==> src/rtl/bram_queue_drain.sv <==
// bram_queue_drain: read side of the N_BRAM-lane BRAM ring-queue store.
//   Owns port B of every lane BRAM. A lane's tail word is a fresh entry when
//   its phase bit matches the lane's expected phase. Ready lanes are served
//   round-robin into a single valid/ack output slot.
// Ports:
//   CLK, RESET_N      clock, async active-low reset
//   writer_ready      writer finished its initialising pass over all lanes
//   addrb / qtail     per-lane tail pointers (port-B address / to writer)
//   doutb             per-lane port-B read data {phase, payload}, 1-cycle latency
//   dout_val/dout/dout_lane/dout_ack  output slot handshake
//   error             sticky sequence error (0 unless SEQ_CHECK_EN)
// Optional feature: define SEQ_CHECK_EN to enable per-lane sequence checking.
// DELAY is a simulation-only parameter kept for interface compatibility; the
// RTL applies no assignment delays.

module bram_queue_lane #(
  parameter int AW = 10,
  parameter int DW = 20
) (
  input  logic          CLK,
  input  logic          RESET_N,
  input  logic [DW:0]   rd_word,
  input  logic          grant,
  input  logic          hold_stale,
  output logic [AW-1:0] tail,
  output logic          elig,
  output logic [DW-1:0] payload
);
  logic [AW-1:0] tail_q, tail_d;
  logic          phase_q, phase_d;
  logic          stale_q, stale_d;

  always_comb begin
    tail_d  = tail_q;
    phase_d = phase_q;
    // stale lasts exactly one cycle after a grant: the BRAM needs that edge
    // to sample the new tail address before its output is trustworthy.
    stale_d = hold_stale & stale_q;
    if (grant) begin
      tail_d  = tail_q + 1'b1;
      stale_d = 1'b1;
      if (&tail_q) phase_d = ~phase_q;
    end
  end

  always_ff @(posedge CLK or negedge RESET_N) begin
    if (!RESET_N) begin
      tail_q  <= '0;
      phase_q <= 1'b1;
      stale_q <= 1'b1;
    end else begin
      tail_q  <= tail_d;
      phase_q <= phase_d;
      stale_q <= stale_d;
    end
  end

  assign tail    = tail_q;
  assign elig    = (rd_word[DW] == phase_q) && !stale_q;
  assign payload = rd_word[DW-1:0];
endmodule

module bram_queue_drain #(
  parameter int DELAY          = 1,
  parameter int N_BRAM         = 8,
  parameter int BRAM_ADDR_SIZE = 10,
  parameter int BRAM_DATA_SIZE = 20
) (
  input  logic                                   CLK,
  input  logic                                   RESET_N,
  input  logic                                   writer_ready,
  output logic [N_BRAM*BRAM_ADDR_SIZE-1:0]       addrb,
  input  logic [N_BRAM*(BRAM_DATA_SIZE+1)-1:0]   doutb,
  output logic [N_BRAM*BRAM_ADDR_SIZE-1:0]       qtail,
  output logic                                   dout_val,
  output logic [BRAM_DATA_SIZE-1:0]              dout,
  output logic [$clog2(N_BRAM)-1:0]              dout_lane,
  input  logic                                   dout_ack,
  output logic                                   error
);
  localparam int AW = BRAM_ADDR_SIZE;
  localparam int DW = BRAM_DATA_SIZE;
  localparam int LW = $clog2(N_BRAM);

`ifdef SEQ_CHECK_EN
  typedef enum logic [1:0] {S_INIT, S_RUN, S_ERR} state_t;
`else
  typedef enum logic [1:0] {S_INIT, S_RUN} state_t;
`endif

  state_t state_q, state_d;
  logic          dout_val_q, dout_val_d;
  logic [DW-1:0] dout_q, dout_d;
  logic [LW-1:0] dout_lane_q, dout_lane_d;
  logic [LW-1:0] rr_q, rr_d;

  logic [N_BRAM-1:0][DW:0]   rd_word;
  logic [N_BRAM-1:0][AW-1:0] tail;
  logic [N_BRAM-1:0][DW-1:0] payload;
  logic [N_BRAM-1:0]         elig, grant;
  logic                      hold_stale, load, found, do_grant;
  logic [LW-1:0]             idx, gsel;

  assign rd_word = doutb;
  assign addrb   = tail;
  assign qtail   = tail;

  for (genvar i = 0; i < N_BRAM; i++) begin : g_lane
    bram_queue_lane #(.AW(AW), .DW(DW)) u_lane (
      .CLK       (CLK),
      .RESET_N   (RESET_N),
      .rd_word   (rd_word[i]),
      .grant     (grant[i]),
      .hold_stale(hold_stale),
      .tail      (tail[i]),
      .elig      (elig[i]),
      .payload   (payload[i])
    );
  end

  // stale survives only while still waiting for the writer's init pass.
  assign hold_stale = (state_q == S_INIT) && !writer_ready;

  // Round-robin: search rr+1 .. rr+N_BRAM (wrapping), first eligible wins.
  always_comb begin
    load  = (state_q == S_RUN) && (!dout_val_q || dout_ack);
    found = 1'b0;
    gsel  = rr_q;
    idx   = '0;
    for (int k = 1; k <= N_BRAM; k++) begin
      idx = rr_q + LW'(k);
      if (!found && elig[idx]) begin
        found = 1'b1;
        gsel  = idx;
      end
    end
    do_grant = load && found;
    grant    = '0;
    if (do_grant) grant[gsel] = 1'b1;
  end

`ifdef SEQ_CHECK_EN
  logic                      error_q, error_d;
  logic [N_BRAM-1:0][DW-1:0] exp_q, exp_d;
`endif

  always_comb begin
    state_d     = state_q;
    dout_val_d  = dout_val_q;
    dout_d      = dout_q;
    dout_lane_d = dout_lane_q;
    rr_d        = rr_q;
`ifdef SEQ_CHECK_EN
    error_d     = error_q;
    exp_d       = exp_q;
`endif
    case (state_q)
      S_INIT: if (writer_ready) state_d = S_RUN;
      S_RUN: begin
        if (do_grant) begin
          dout_d      = payload[gsel];
          dout_lane_d = gsel;
          dout_val_d  = 1'b1;
          rr_d        = gsel;
`ifdef SEQ_CHECK_EN
          // The mismatching entry is still presented; only granting stops.
          if (payload[gsel] == exp_q[gsel]) exp_d[gsel] = exp_q[gsel] + 1'b1;
          else begin
            error_d = 1'b1;
            state_d = S_ERR;
          end
`endif
        end else if (load && dout_val_q) begin
          dout_val_d = 1'b0;
        end
      end
`ifdef SEQ_CHECK_EN
      S_ERR: if (dout_val_q && dout_ack) dout_val_d = 1'b0;
`endif
      default: ;
    endcase
  end

  always_ff @(posedge CLK or negedge RESET_N) begin
    if (!RESET_N) begin
      state_q     <= S_INIT;
      dout_val_q  <= 1'b0;
      dout_q      <= '0;
      dout_lane_q <= '0;
      rr_q        <= LW'(N_BRAM - 1);
    end else begin
      state_q     <= state_d;
      dout_val_q  <= dout_val_d;
      dout_q      <= dout_d;
      dout_lane_q <= dout_lane_d;
      rr_q        <= rr_d;
    end
  end

`ifdef SEQ_CHECK_EN
  always_ff @(posedge CLK or negedge RESET_N) begin
    if (!RESET_N) begin
      error_q <= 1'b0;
      exp_q   <= '0;
    end else begin
      error_q <= error_d;
      exp_q   <= exp_d;
    end
  end
  assign error = error_q;
`else
  assign error = 1'b0;
`endif

  assign dout_val  = dout_val_q;
  assign dout      = dout_q;
  assign dout_lane = dout_lane_q;
endmodule

==> config.mk <==
export PLATFORM = sky130hd
export DESIGN_NAME = bram_queue_drain
export DESIGN_NICKNAME = d
export VERILOG_FILES = /design/src/rtl/bram_queue_drain.sv
export SDC_FILE = /design/constraint.sdc
export NUM_CORES = 1
export LEC_CHECK = 0
export CAP_MARGIN = 40
export CORE_MARGIN = 2
export CORE_UTILIZATION = 45
export DETAILED_ROUTE_END_ITERATION = 6
export GPL_ROUTABILITY_DRIVEN = 0
export PLACE_DENSITY_LB_ADDON = 0.1
export SLEW_MARGIN = 40
export SYNTH_ARGS = -nofsm -noshare
export SYNTH_HDL_FRONTEND = slang
export SYNTH_SLANG_ARGS = --single-unit
==> constraint.sdc <==
create_clock -name CLK -period 6.81 [get_ports CLK]
set_input_delay 0.681 -clock CLK [delete_from_list [all_inputs] [get_ports CLK]]
set_output_delay 0.681 -clock CLK [all_outputs]
set_load 0.005 [all_outputs]
Word level (Yosys, flattened, before mapping)
Cells that the tools add are included.
- register bits: 124
- bits in latches: 0
- RAM bits: 0
- bits in read-only memories: 0
- bits of input ports: 172
- output and inout bits: 185
- word-level logic and storage cells: 176
- memories: 0
- $add $sub $neg: 15
- multipliers: 0
- div/mod/pow operators: 0
- $lt $le $gt $ge: 10
- eq/ne operators: 8
- shift operators: 0
- muxes and demuxes: 47
- bitwise logic cells: 16
- reductions and logical operators: 51
- operators by type and width (kind ; count):
    11-bit AND reduction ; 8
    10-bit by 1-bit adder with 10-bit output (second input constant) ; 8
    20-bit binary-select mux with 3-bit select ; 1
    3-bit by 4-bit less-than comparator with 1-bit output (second input constant) ; 9
    1-bit two-way mux ; 27
    1-bit binary-select mux with 3-bit select ; 8
    3-bit two-way mux ; 8
    1-bit logical AND ; 20
    20-bit two-way mux ; 1
    1-bit logical NOT ; 17
    3-bit adder (second input constant) ; 4
    1-bit bitwise AND ; 8
    1-bit equality test ; 8
    8-bit two-way mux ; 1
    1-bit inverter ; 8
    3-bit by 2-bit adder with 3-bit output (second input constant) ; 2
    2-bit AND reduction ; 3
    3-bit by 1-bit adder with 3-bit output (second input constant) ; 1
    1-bit demux with 3-bit select ; 1
    3-bit by 1-bit greater-or-equal comparator with 1-bit output (second input constant) ; 1
    2-bit logical NOT ; 1
    2-bit nonzero test ; 1
    1-bit logical OR ; 1

Logic depth before layout (Yosys ltp)
- word-level depth: 32
- mapped depth: 21
- depth with buffers taken out: 13

Hierarchy
From an unflattened synthesis, not the netlist that was laid out.
- cells, all modules: 1025
- area, all modules: 10023.4 um^2
- modules (own cells, without submodules) (module ; times used ; cells an instance ; area an instance (um^2) ; seq. area each (um^2)):
    bram_queue_lane ; 8 ; 64 ; 716.9 ; 302.8
    bram_queue_drain ; 1 ; 513 ; 4287.9 ; 704.4

Worst setup path before layout
OpenSTA, ideal clock, no wires.
- path type: register -> register
- start point: reg rr_q[0]
- end point: reg dout_q[18] (netlist: dout[18])
- setup time: 0.129 ns
- arrival time: 4.735 ns
- required time: 6.681 ns
- slack: 1.946 ns
- cell stages (with the launch flop): 20
- buffers on the path: 7
- cell sequence: dfstp_2 buf_2 inv_1 buf_1 clkbuf_1 ha_1 buf_2 xnor2_1 buf_2 mux4_2 a211oi_2 inv_2 or3_4 nand3_1 nand2_2 buf_2 buf_2 nand3_1 a31oi_1 o41a_1
- longest elaborated chain between the ends: 27
- elaborated cells between the ends (all ways): 57
- classes of those cells: add/sub: 7; mux: 34; reduce/logical: 16
- ends and longest elaborated chain (item ; RTL line ; RTL):
    from (decl) ; 95 ; logic [LW-1:0] rr_q, rr_d;
    from (signal assigned) ; 190 ; rr_q <= LW'(N_BRAM - 1);
    from (signal assigned) ; 196 ; rr_q <= rr_d;
    3-bit by 1-bit adder with 3-bit output ; 131 ; idx = rr_q + LW'(k);
    1-bit binary-select mux with 3-bit select ; 132 ; if (!found && elig[idx]) begin
    1-bit two-way mux (not written as such) ; 132 ;
    1-bit two-way mux ; 132 ;
    1-bit logical NOT ; 132 ;
    1-bit logical AND ; 132 ;
    1-bit two-way mux ; 132 ;
    1-bit logical NOT ; 132 ;
    [... 11 more ...] ; -- ;
    1-bit logical NOT ; 132 ;
    1-bit logical AND ; 132 ;
    1-bit two-way mux ; 132 ;
    1-bit logical NOT ; 132 ;
    1-bit logical AND ; 132 ;
    3-bit two-way mux / 1-bit two-way mux (equally long branches) ; 132 ;
    20-bit binary-select mux with 3-bit select / 1-bit logical AND (equally long branches) ; 161, 137 ;
    20-bit two-way mux (not written as such) / 2-bit AND reduction (equally long branches) ; -- ;
    to (signal assigned) ; 194 ; dout_q <= dout_d;
    to (decl) ; 93 ; logic [DW-1:0] dout_q, dout_d;
Parallel ways exist; a longest one is shown, timed or not. The select of a mux whose other input is x is not followed.
A chain may end at the register's enable or synchronous reset.

Final worst setup path
- start point: reg rr_q[1]
- end point: reg dout_q[7] (netlist: dout[7])
Same word-level chain as after synthesis.

==> metrics.md <==
| Metric | Value |
|---|---|
| Cells after Synth | `993` |
| Register-to-Register Path Depth | `13` |
| Cells after DPL | `1488` |
| CP Max Fanout | `24` |
| Total congestion overflow | `0` |
| Synthesized flop and latch total | `124` |
| Share of layout cells above drive strength 1 | `11.6%` |
| Post-DP Area | `12300 sq um` |
| Syn_area_per_cell | `9.09 sq um` |
| Top_reg_cell synth | `dfrtp_1` |
| Post-synthesis cell type count | `81` |
| Post-DR vias/cell | `5.85` |
| WHS | `265 ps` |
| Die height | `146 um` |
| TritonCTS clock tree | `built` |
| Hold-fix buffer count after cts | `0` |
| Vias | `8890` |
| Clk sinks | `124` |
| Final Cycle Share | `75.4%` |
| Largest net degree at the start of global routing | `69` |
| GRT Total Usage | `28.9%` |
| Crit path kind | `flop to flop` |
| Max clock buf depth | `2` |
| First-pass GRT wire length | `48700 um` |
| Most common cell after layout, fill and taps aside | `clkdlybuf4s50_1` |
| Net Sw Frac | `49.6%` |
| Dpl hpwl | `23700 um` |
| Post-CTS Setup Repair Bufs | `0` |
| Crit path DAT | `5420 ps` |
| Tmin final | `5130 ps` |
| Status | `completed` |
| Max Fclk | `195 MHz` |
| Maximum VDD drop | `0.538 mV` |
| Root buffer cell | `clkbuf_16` |
| Final non-filler cell total | `1520` |
| Clock Skews | `13.1 ps` |
| Drt initial violations | `953` |
| Number of port buffers | `355` |
| Pwr Total | `8.07 mW` |
| Util after Layout | `65.7%` |
| Drt drc | `0` |
| H-tree depth | `4` |
| Final setup margin | `1680 ps` |
| Startpoint types | `flop` |
| Skew-Pair Late Insertion Delay | `430 ps` |
| Area Overhead vs Synth | `42.6%` |
| Core ar. | `19600 sq um` |
| R2R setup slack | `1680 ps` |
| WP data required | `7100 ps` |
| Final setup viols | `0` |
| WL/cell | `20.6 um` |
| Die ar. | `21200 sq um` |
| Max Slew Vio Count | `0` |
| Total wire length | `31300 um` |
| Die W | `146 um` |
| Most frequent cells in the layout | `clkdlybuf4s50_1, dfrtp_1, nand2_1, nand3_1, xnor2_1` |
| # Max-Cap Violations | `0` |
| I/O pin total | `357` |
| RSZ-0062 raised after global routing | `no` |
| Antenna diodes | `0` |
| Pwr Density | `627 nW/um^2` |
| Post-route ant nets | `0` |
| Final hold vios | `0` |
| PostCTS Resize Cnt | `0` |
| Pre-CTS setup slack | `1590 ps` |
| Relative slew slack | `47.2%` |
| Post-Route Setup TNS | `0 ps` |
| Final #Nets | `1424` |
| Crit. End Element | `flop` |
| Hold crit path type | `input port to async pin` |
| Antenna violations before repair | `0` |
| Total CTS buffers | `17` |
| Syn Nets | `1175` |
| Asr flop ratio synth | `100%` |
| Post-synth EDFFs | `0` |
| Clock share of power | `11.7%` |
| Combinational share of power | `73.3%` |
| Initial Util | `46.1%` |
| # rows | `51` |
| Internal | `4.07 mW` |
| Vias in the first global route | `8501` |
| Seq pwr share | `15.1%` |
| Final instance area | `12900 sq um` |
| Pre-antenna DRT Iters | `5` |
| Mapped Area | `9030 sq um` |
| Sequential share of the synthesized area | `34.6%` |
| Measured slew at the worst slew-check pin | `793 ps` |
| Switch Pwr | `4.01 mW` |
| Reg clk slew, reported paths | `70 ps` |
| Pleak | `5.15 nW` |
| Synth Warn # | `0` |
[layer usage]
metal  track usage [%]  up-vias  share of wire, %
li1                  -     4078                 -
met1              40.3     4283                43
met2              45.3      471                47
met3              5.80       58               7.6
met4              8.97        0               2.8
met5                 0        -                 0
[synth_stat cells, types with 9 or more instances]
| library cell | n | share of area [%] |
|---|---|---|
| a22oi_1 | 11 | 0.91 |
| buf_2 | 24 | 1.3 |
| nor2_1 | 60 | 2.5 |
| mux4_2 | 14 | 3.5 |
| mux2_2 | 15 | 1.9 |
| xor2_1 | 28 | 2.7 |
| and3_1 | 25 | 1.7 |
| dfrtp_1 | 105 | 29 |
| nand3_1 | 71 | 3.9 |
| a21oi_1 | 26 | 1.4 |
| nand2b_1 | 16 | 1.1 |
| dfstp_2 | 19 | 5.5 |
| mux2i_1 | 11 | 1.2 |
| nor3_1 | 33 | 1.8 |
| a31oi_1 | 17 | 1.2 |
| a21o_1 | 9 | 0.75 |
| a211oi_1 | 11 | 0.91 |
| and2_1 | 9 | 0.62 |
| inv_1 | 12 | 0.50 |
| nand2_1 | 81 | 3.4 |
| buf_4 | 81 | 6.7 |
| and4_1 | 10 | 0.97 |
| clkbuf_1 | 33 | 1.4 |
| xnor2_1 | 64 | 6.2 |
| o21ai_0 | 21 | 1.2 |
| nand4_1 | 32 | 2.2 |
| a221oi_1 | 10 | 0.97 |
| ha_1 | 10 | 1.4 |
[cell families (layout without fill, tap and decap cells)]
kind of cell	count (synthesis)	after routing	share of synthesized area, %
other	1	1	0.0415
buffers and inverters	156	418	10.2
adders and majority gates	10	10	1.39
AOI/OAI and AO/OA	189	189	15.7
DFF	124	124	34.6
xor gates and xnor gates	97	97	9.82
and+or+nand+nor	375	375	21.5
muxes	41	41	6.75
[registers in the layout (all words and copies together), names as in the netlist]
name	flops
dout_lane	3
dout	20
g_lane.u_lane.tail	80
rr_q	3
state_q	1
dout_val	1
g_lane.u_lane.phase_q	8
g_lane.u_lane.stale_q	8
[worst paths after layout]
check	from	end
worst max register to register	rr_q[1]	dout[7]
worst min-delay path	RESET_N	g_lane[0].u_lane.tail[5]
max in group asynchronous	RESET_N	g_lane[7].u_lane.phase_q
min in group CLK	dout_lane[1]	dout_lane[1]
worst min register to register	dout_lane[1]	dout_lane[1]
worst max-delay path	rr_q[1]	dout[7]
[critical path: stages (launching register included)]
cell       delay, ps
dfstp_2          530
inv_2             80
ha_1             310
xnor2_2          530
nor3_1           110
a2111oi_1        520
or4_1            270
o21ai_0          140
a21oi_1          660
nand3_1          400
nand2_2          580
mux4_2           580
a22oi_1          170
a31oi_1          110
[power groups by stage]
stage / clock (mW) / combinational [mW] / sequential, mW
6_report: 0.941 / 5.91 / 1.22
5_1_grt: 0.979 / 6.42 / 1.25
4_1_cts: 0.953 / 5.85 / 1.21
3_5_place_dp: 0 / 5.83 / 1.22
3_3_place_gp: 0 / 5.69 / 1.22
2_1_floorplan: 0 / 4.16 / 1.16
[final cells by class]
cell class | instances | area (sq um)
fillers | 1632 | 6720
flip-flops and latches | 124 | 3130
inverters | 14 | 52.6
multi-input cells | 713 | 5040
repair buffers | 372 | 3720
well taps | 265 | 332
clock inverters | 13 | 156
clock buffers | 19 | 453
Note: power is estimated with default switching activity, not from simulation.
==> RTL edit: new RTL, same flow settings <==
`BRAM_DATA_SIZE`: 20 -> 10.
--- a/src/rtl/bram_queue_drain.sv
+++ b/src/rtl/bram_queue_drain.sv
@@ -65,5 +65,5 @@
   parameter int N_BRAM         = 8,
   parameter int BRAM_ADDR_SIZE = 10,
-  parameter int BRAM_DATA_SIZE = 20
+  parameter int BRAM_DATA_SIZE = 10
 ) (
   input  logic                                   CLK,
Ports: changed (resized dout and doutb); port bits go from 357 to 267. The function was not compared with the original's and may differ.
==> RTL edit against the original RTL <==
Wire length is 25% lower. Critical endpoint is now g_lane[5].u_lane.tail[1]. Power fell by 14%. Sequential cell count down 10. Largest cell class unchanged. Clock skew decreased by 4.0 ps. Synthesized area decreased by 14%. Worst setup slack got worse by 650 ps. Final area shrank 17%.
==> RTL edit: results (changes against the original RTL) <==
Power and ir drop
  • Internal power: 0.00361 W (-11%)

Timing
  • Worst-margin pin slew: 763 ps (-29.9 ps)
  • Clk_skew: 9.05 ps (-4.03 ps)

Critical path
  • Crit path from: rr_q[0]
  • Critical Path AT: 6080 ps (+660 ps)
  • CP max stage delay: 920 ps (+260 ps)
  • Critical path's top delay family: simple AND/OR/NAND/NOR gates

Synthesis
  • Top cells by area, synth: dfrtp_1, buf_4, xnor2_1
  • Seq/Total Area, Yosys: 0.369 (+0.0225)
  • Adder-cell area share of the yosys netlist: 0.0160 (+0.00218)
  • Unique masters post-synth: 78 (-3.7%)

Floorplanning
  • N_taps: 225 (-15%)

Final layout
  • Multi-input gate count: 564 (-21%)
  • Nets: 1090 (-23%)
  • Buffering overhead: 0.253 (-0.0355)
  • Nonclk inv count: 17 (+3)
  • Multi-input logic area: 4140 um2 (-18%)
  • Fillers: 1466 (-10%)
  • Fraction of area in multi-input gates: 0.385 (-0.00593)

Drt
  • DRT iter0 DRCs: 437 (-54%)
  • WL met2: 11400 um (-22%)
  • Met3 Wirelength: 1510 um (-36%)
  • Routed len/inst: 19.2 um (-7.0%)

GRT
  • Met1 Resource Use GR: 0.336 (-0.0668)
  • Met3 usage: 0.0703 (+0.0123)
  • Vias in the first global route: 6728 (-21%)
  • GRT Util Overall: 0.259 (-0.0301)
  • First-pass GRT wire length: 36900 um (-24%)

Place
  • # port buffers: 265 (-25%)

Status
  • Outcome: complete, no violations
[RTL edit: cell types whose count changed after synthesis, moves of 8 or more]
| cell | unedited run | this run |
|---|---|---|
| a31oi_1 | 17 | 7 |
| nor2b_1 | 5 | 13 |
| buf_2 | 24 | 13 |
| nand4_1 | 32 | 21 |
| nand3_1 | 71 | 36 |
| nand2_1 | 81 | 63 |
| dfrtp_1 | 105 | 95 |
| nand2b_1 | 16 | 2 |
| nor3_1 | 33 | 10 |
| a21oi_1 | 26 | 18 |
| clkbuf_1 | 33 | 10 |
[RTL edit: worst paths after layout]
| check | endpoint | slack [ps] |
|---|---|---|
| max | g_lane[5].u_lane.tail[1] | 1030 |
| min | g_lane[7].u_lane.tail[0] | 260 |
| max reg2reg | g_lane[5].u_lane.tail[1] | 1030 |
| min reg2reg | dout_lane[0] | 480 |
| max in group asynchronous | g_lane[3].u_lane.tail[0] | 5480 |
| min in group CLK | dout_lane[0] | 480 |
